$ cat config.mk
export PLATFORM = sky130hd
export DESIGN_NAME = axi_lite_initiator
export DESIGN_NICKNAME = d
export VERILOG_FILES = /design/src/rtl/axi_lite_pkg.sv /design/src/rtl/axi_lite_initiator.sv
export SDC_FILE = /design/constraint.sdc
export NUM_CORES = 1
export LEC_CHECK = 0
export BUFFER_PORTS_ARGS = -buffer_cell sky130_fd_sc_hd__buf_2
export CAP_MARGIN = 20
export CORE_MARGIN = 3
export CORE_UTILIZATION = 41
export CTS_BUF_LIST = sky130_fd_sc_hd__clkbuf_16
export CTS_CLUSTER_DIAMETER = 100
export CTS_CLUSTER_SIZE = 14
export DETAILED_ROUTE_END_ITERATION = 6
export MAX_ROUTING_LAYER = met4
export PLACE_DENSITY_LB_ADDON = 0.15
export SLEW_MARGIN = 20
export SYNTH_ARGS = -nofsm -noshare
export SYNTH_HDL_FRONTEND = slang
export SYNTH_SLANG_ARGS = --single-unit
$ cat constraint.sdc
create_clock -name M_AXI_ACLK -period 4.4 [get_ports M_AXI_ACLK]
set_clock_uncertainty 0.05 [all_clocks]
set_input_delay 0.44 -clock M_AXI_ACLK [delete_from_list [all_inputs] [get_ports M_AXI_ACLK]]
set_output_delay 0.44 -clock M_AXI_ACLK [all_outputs]
set_load 0.02 [all_outputs]
$ cat src/rtl/axi_lite_pkg.sv
// Shared definitions for the AXI4-Lite initiator: response codes, default
// protection bits and the transaction FSM state encoding.
package axi_lite_pkg;

    localparam logic [1:0] RESP_OKAY   = 2'b00;
    localparam logic [1:0] RESP_EXOKAY = 2'b01;
    localparam logic [1:0] RESP_SLVERR = 2'b10;
    localparam logic [1:0] RESP_DECERR = 2'b11;

    localparam logic [2:0] PROT_DEFAULT = 3'b000;

    typedef enum logic [2:0] {
        ST_IDLE    = 3'd0,
        ST_WR_REQ  = 3'd1,
        ST_WR_RESP = 3'd2,
        ST_RD_REQ  = 3'd3,
        ST_RD_RESP = 3'd4,
        ST_DONE    = 3'd5
    } state_e;

endpackage

$ cat src/rtl/axi_lite_initiator.sv
// AXI4-Lite master issuing one write (AW/W/B) or read (AR/R) transaction per
// command, returning the outcome on a valid/ready response port.
module axi_lite_initiator
    import axi_lite_pkg::*;
#(
    parameter int ADDR_W = 4,
    parameter int DATA_W = 32
) (
    input  logic                  M_AXI_ACLK,
    input  logic                  M_AXI_ARESET,
    input  logic                  cmd_valid,
    output logic                  cmd_ready,
    input  logic                  cmd_write,
    input  logic [ADDR_W-1:0]     cmd_addr,
    input  logic [DATA_W-1:0]     cmd_wdata,
    output logic                  rsp_valid,
    input  logic                  rsp_ready,
    output logic                  rsp_write,
    output logic [DATA_W-1:0]     rsp_rdata,
    output logic [1:0]            rsp_resp,
    output logic [ADDR_W-1:0]     M_AXI_AWADDR,
    output logic [2:0]            M_AXI_AWPROT,
    output logic                  M_AXI_AWVALID,
    input  logic                  M_AXI_AWREADY,
    output logic [DATA_W-1:0]     M_AXI_WDATA,
    output logic [DATA_W/8-1:0]   M_AXI_WSTRB,
    output logic                  M_AXI_WVALID,
    input  logic                  M_AXI_WREADY,
    input  logic [1:0]            M_AXI_BRESP,
    input  logic                  M_AXI_BVALID,
    output logic                  M_AXI_BREADY,
    output logic [ADDR_W-1:0]     M_AXI_ARADDR,
    output logic [2:0]            M_AXI_ARPROT,
    output logic                  M_AXI_ARVALID,
    input  logic                  M_AXI_ARREADY,
    input  logic [DATA_W-1:0]     M_AXI_RDATA,
    input  logic [1:0]            M_AXI_RRESP,
    input  logic                  M_AXI_RVALID,
    output logic                  M_AXI_RREADY
);

    state_e              state_q, state_d;
    logic                awvalid_q, awvalid_d;
    logic                wvalid_q, wvalid_d;
    logic                bready_q, bready_d;
    logic                arvalid_q, arvalid_d;
    logic                rready_q, rready_d;
    logic                rsp_valid_q, rsp_valid_d;
    logic                rsp_write_q, rsp_write_d;
    logic [1:0]          rsp_resp_q, rsp_resp_d;
    logic [DATA_W-1:0]   rsp_rdata_q, rsp_rdata_d;
    logic [ADDR_W-1:0]   awaddr_q, awaddr_d;
    logic [ADDR_W-1:0]   araddr_q, araddr_d;
    logic [DATA_W-1:0]   wdata_q, wdata_d;

    // Next-state and next-output decode for the transaction FSM
    always_comb begin
        state_d     = state_q;
        awvalid_d   = awvalid_q;
        wvalid_d    = wvalid_q;
        bready_d    = bready_q;
        arvalid_d   = arvalid_q;
        rready_d    = rready_q;
        rsp_valid_d = rsp_valid_q;
        rsp_write_d = rsp_write_q;
        rsp_resp_d  = rsp_resp_q;
        rsp_rdata_d = rsp_rdata_q;
        awaddr_d    = awaddr_q;
        araddr_d    = araddr_q;
        wdata_d     = wdata_q;

        case (state_q)
            ST_IDLE: begin
                if (cmd_valid) begin
                    if (cmd_write) begin
                        awaddr_d  = cmd_addr;
                        wdata_d   = cmd_wdata;
                        awvalid_d = 1'b1;
                        wvalid_d  = 1'b1;
                        state_d   = ST_WR_REQ;
                    end else begin
                        araddr_d  = cmd_addr;
                        arvalid_d = 1'b1;
                        state_d   = ST_RD_REQ;
                    end
                end else begin
                    state_d = ST_IDLE;
                end
            end

            // AW and W complete independently; each VALID falls after its own handshake
            ST_WR_REQ: begin
                if (awvalid_q && M_AXI_AWREADY) begin
                    awvalid_d = 1'b0;
                end else begin
                    awvalid_d = awvalid_q;
                end
                if (wvalid_q && M_AXI_WREADY) begin
                    wvalid_d = 1'b0;
                end else begin
                    wvalid_d = wvalid_q;
                end
                if (!awvalid_d && !wvalid_d) begin
                    bready_d = 1'b1;
                    state_d  = ST_WR_RESP;
                end else begin
                    state_d  = ST_WR_REQ;
                end
            end

            ST_WR_RESP: begin
                if (bready_q && M_AXI_BVALID) begin
                    rsp_resp_d  = M_AXI_BRESP;
                    rsp_rdata_d = {DATA_W{1'b0}};
                    rsp_write_d = 1'b1;
                    rsp_valid_d = 1'b1;
                    bready_d    = 1'b0;
                    state_d     = ST_DONE;
                end else begin
                    state_d = ST_WR_RESP;
                end
            end

            ST_RD_REQ: begin
                if (arvalid_q && M_AXI_ARREADY) begin
                    arvalid_d = 1'b0;
                    rready_d  = 1'b1;
                    state_d   = ST_RD_RESP;
                end else begin
                    state_d = ST_RD_REQ;
                end
            end

            ST_RD_RESP: begin
                if (rready_q && M_AXI_RVALID) begin
                    rsp_resp_d  = M_AXI_RRESP;
                    rsp_rdata_d = M_AXI_RDATA;
                    rsp_write_d = 1'b0;
                    rsp_valid_d = 1'b1;
                    rready_d    = 1'b0;
                    state_d     = ST_DONE;
                end else begin
                    state_d = ST_RD_RESP;
                end
            end

            ST_DONE: begin
                if (rsp_ready) begin
                    rsp_valid_d = 1'b0;
                    state_d     = ST_IDLE;
                end else begin
                    state_d = ST_DONE;
                end
            end

            // Unreachable encodings fall back to a quiet IDLE
            default: begin
                awvalid_d   = 1'b0;
                wvalid_d    = 1'b0;
                bready_d    = 1'b0;
                arvalid_d   = 1'b0;
                rready_d    = 1'b0;
                rsp_valid_d = 1'b0;
                state_d     = ST_IDLE;
            end
        endcase
    end

    // State and registered-output update with synchronous reset
    always_ff @(posedge M_AXI_ACLK) begin
        if (M_AXI_ARESET) begin
            state_q     <= ST_IDLE;
            awvalid_q   <= 1'b0;
            wvalid_q    <= 1'b0;
            bready_q    <= 1'b0;
            arvalid_q   <= 1'b0;
            rready_q    <= 1'b0;
            rsp_valid_q <= 1'b0;
            rsp_write_q <= 1'b0;
            rsp_resp_q  <= 2'b00;
            rsp_rdata_q <= {DATA_W{1'b0}};
            awaddr_q    <= {ADDR_W{1'b0}};
            araddr_q    <= {ADDR_W{1'b0}};
            wdata_q     <= {DATA_W{1'b0}};
        end else begin
            state_q     <= state_d;
            awvalid_q   <= awvalid_d;
            wvalid_q    <= wvalid_d;
            bready_q    <= bready_d;
            arvalid_q   <= arvalid_d;
            rready_q    <= rready_d;
            rsp_valid_q <= rsp_valid_d;
            rsp_write_q <= rsp_write_d;
            rsp_resp_q  <= rsp_resp_d;
            rsp_rdata_q <= rsp_rdata_d;
            awaddr_q    <= awaddr_d;
            araddr_q    <= araddr_d;
            wdata_q     <= wdata_d;
        end
    end

    assign cmd_ready     = (state_q == ST_IDLE);
    assign rsp_valid     = rsp_valid_q;
    assign rsp_write     = rsp_write_q;
    assign rsp_rdata     = rsp_rdata_q;
    assign rsp_resp      = rsp_resp_q;
    assign M_AXI_AWADDR  = awaddr_q;
    assign M_AXI_AWPROT  = PROT_DEFAULT;
    assign M_AXI_AWVALID = awvalid_q;
    assign M_AXI_WDATA   = wdata_q;
    assign M_AXI_WSTRB   = {(DATA_W/8){1'b1}};
    assign M_AXI_WVALID  = wvalid_q;
    assign M_AXI_BREADY  = bready_q;
    assign M_AXI_ARADDR  = araddr_q;
    assign M_AXI_ARPROT  = PROT_DEFAULT;
    assign M_AXI_ARVALID = arvalid_q;
    assign M_AXI_RREADY  = rready_q;

endmodule

==> metrics.yaml <==
clk_latency_ns: 0.32
synthFlopType: "dfxtp_1"
drt_wl_total_mm: 9.00
nNetsFinal: 645
r2r_slack_ns: 2.17
vias_per_cell: 4.96
netlist.area_leader.share_pct: 48.4
io_buffers: 163
arrival_ns: 2.43
ys_ff_latch: 84
leakage_nw: 2.04
final_common_cell: "buf_2"
synth-edff-count: 0
vias: 3305
drive_above_1_share_pct: 33.5
layout_common_cells: "buf_2, dfxtp_1, nand2_1"
syn_avg_cell_area_sq_um: 8.43
cp-start-kind: "flip-flop"
p_int_mw: 1.34
cts-root-buf: "clkbuf_16"
grt_first_pass_wirelength_mm: 14.7
clkTransAtPathRegs_ns: 0.06
cts_hold_buf: 0
cts_resized: 0
synthTopCellsByArea: "dfxtp_1, a21oi_1, nand2_1"
status: "finished clean"
seq_power_share_pct: 45.2
syn_inst: 412
rr_worst_depth: 6
timing.setup.tns_ns: 0
grt_setup_unrepaired: "false"
antenna_cells: 0
fin_crit_ns: 2.23
numCtsBuffers: 9
synth-seq-area-share_pct: 48.4
first_global_vias: 3188
hold_viol: 0
period_share_pct: 50.8
start_util_pct: 43.6
postCtsSetupBuffers: 0
area_growth_pct: 31.8
dieArea_sq_um: 9610
die_y_um: 98.1
antenna_found_initial: 0
hpwl_mm: 6.42
dieWidth_um: 98.1
overflow: 0
core_sq_um: 7970
critPathRequiredTime_ns: 4.59
cts_tree: "yes"
maxCapViolations: 0
whs_endpoint: "M_AXI_WDATA[10]"
slew_viol_final: 0
grtUsageTotal_pct: 18.9
cts_sinks: 84
power_frac_comb_pct: 15.0
synth-async-reset-ratio_pct: 0
setup_viol: 0
ioPinCount: 174
drt-initial-drc-count: 82
wl_per_cell_um: 13.5
reg2reg_from: "state_q[1]"
antenna_left: 0
grt_max_degree: 45
clockBufferDepth: 2
cellPowerDensity_nw_per_um2: 401
first_pass_iters: 4
tightest_slew_ns: 0.803
fmax_mhz: 448
placed_cell_area_sq_um: 4290
netlist_area_sq_um: 3470
pwr-share-clk_pct: 39.8
postLayoutCellArea_sq_um: 4580
yosysUniqueCellTypes: 40
hp-start: "cmd_wdata[10]"
holdPathStages: 3
swShare_pct: 27.1
yosys_warnings: 0
ir_drop_uv: 217
min_path_type: "input pin to flip-flop"
routabilityCongestion: 0.845
fin_total_pwr_mw: 1.84
yosysTopAreaCell: "dfxtp_1"
worstSetupEndpointType: "flip-flop"
crit_type: "flip-flop to flip-flop"
post-route-drc-count: 0
rows: 32
r2r_end: "rsp_rdata[1]"
switchingPower_mw: 0.498
htreeDepth: 3
max_slew_margin_pct: 46.5
crit_fanout: 42
-- cells by family (layout without fill, tap and decap cells) --
kind of cell,Yosys count,in the layout,synth area share (%)
other,2,10,0.216
xor gates and xnor gates,1,1,0.252
muxes,7,7,2.05
and+or+nand+nor,173,173,24.4
buffers and inverters,45,190,7.45
DFF,84,84,48.4
AOI/OAI and AO/OA,97,97,16.2
adders and majority gates,3,3,1.08
-- power groups by stage --
stage	Sequential [mW]	Clock, mW	Combinational [mW]
floorplan	0.868	0	0.163
global placement	0.844	0	0.275
detailed placement	0.846	0	0.277
CTS	0.829	0.750	0.278
global route	0.835	0.782	0.303
finish	0.830	0.730	0.276
-- worst max-delay path, cell delays in order (launching register included) --
cell and delay [ns]:
dfxtp_1 0.66, nand4b_1 0.26, a21oi_4 0.54, buf_16 0.25, buf_4 0.14, nand3_1 0.07
a21oi_1 0.16
-- flip-flops by register name, summed over array words and instances (netlist names) --
name and flops:
rsp_resp 2, rsp_valid 1, M_AXI_WVALID 1, state_q 3, M_AXI_WDATA 32, M_AXI_AWADDR 4, M_AXI_ARVALID 1, rsp_rdata 32
M_AXI_BREADY 1, M_AXI_AWVALID 1, M_AXI_RREADY 1, rsp_write 1, M_AXI_ARADDR 4
-- area by class of cell --
cell class | count | area, sq um
Clock buffer | 9 | 225
Clock inverter | 7 | 66.3
Fill cell | 765 | 3390
Inverter | 4 | 15.0
Multi-Input combinational cell | 291 | 1580
Sequential cell | 84 | 1680
Tap cell | 102 | 128
Timing Repair Buffer | 170 | 888
-- stage by stage --
stage	instances	hold slack [ns]	setup slack (ns)	util, %
2_1_floorplan	420	0.485	2.72	-
3_3_place_gp	650	0.388	1.94	53.5
3_5_place_dp	651	0.396	2.23	53.8
4_1_cts	667	0.288	2.21	57.5
5_1_grt	667	0.295	2.00	57.5
6_report	667	0.296	2.17	57.5
-- worst max-delay path by stage --
stage	start	endpoint	slack [ns]	cells after the start
2_1_floorplan	state_q[0]	M_AXI_AWADDR[0]	2.72	6
3_3_place_gp	state_q[1]	rsp_rdata[8]	1.94	5
3_5_place_dp	state_q[1]	rsp_rdata[1]	2.23	6
4_1_cts	state_q[1]	rsp_rdata[1]	2.21	6
5_1_grt	state_q[1]	rsp_rdata[1]	2.00	6
6_report	state_q[1]	rsp_rdata[1]	2.17	6
-- routing by layer --
metal  GRT usage, %  wire length, um  vias up
met5              -                0        -
met4           7.14              191        0
met3           4.71              708       18
met2           30.2             4180      133
met1           23.1             3910     1483
li1               -                -     1671
-- synthesized netlist by cell type (2+ instances only) --
library cell / count
a211oi_1: 4
a21oi_1: 73
a31oi_1: 2
buf_2: 6
buf_4: 18
buf_6: 2
clkbuf_1: 14
conb_1: 2
dfxtp_1: 84
ha_1: 3
inv_1: 3
mux2i_1: 6
nand2_1: 78
nand2b_1: 35
nand3_1: 36
nand4b_1: 3
nor2_1: 11
nor2b_1: 2
nor3b_1: 3
o21a_1: 3
o21ai_0: 4
o31a_1: 2
Power figures use the tool's default switching activity.
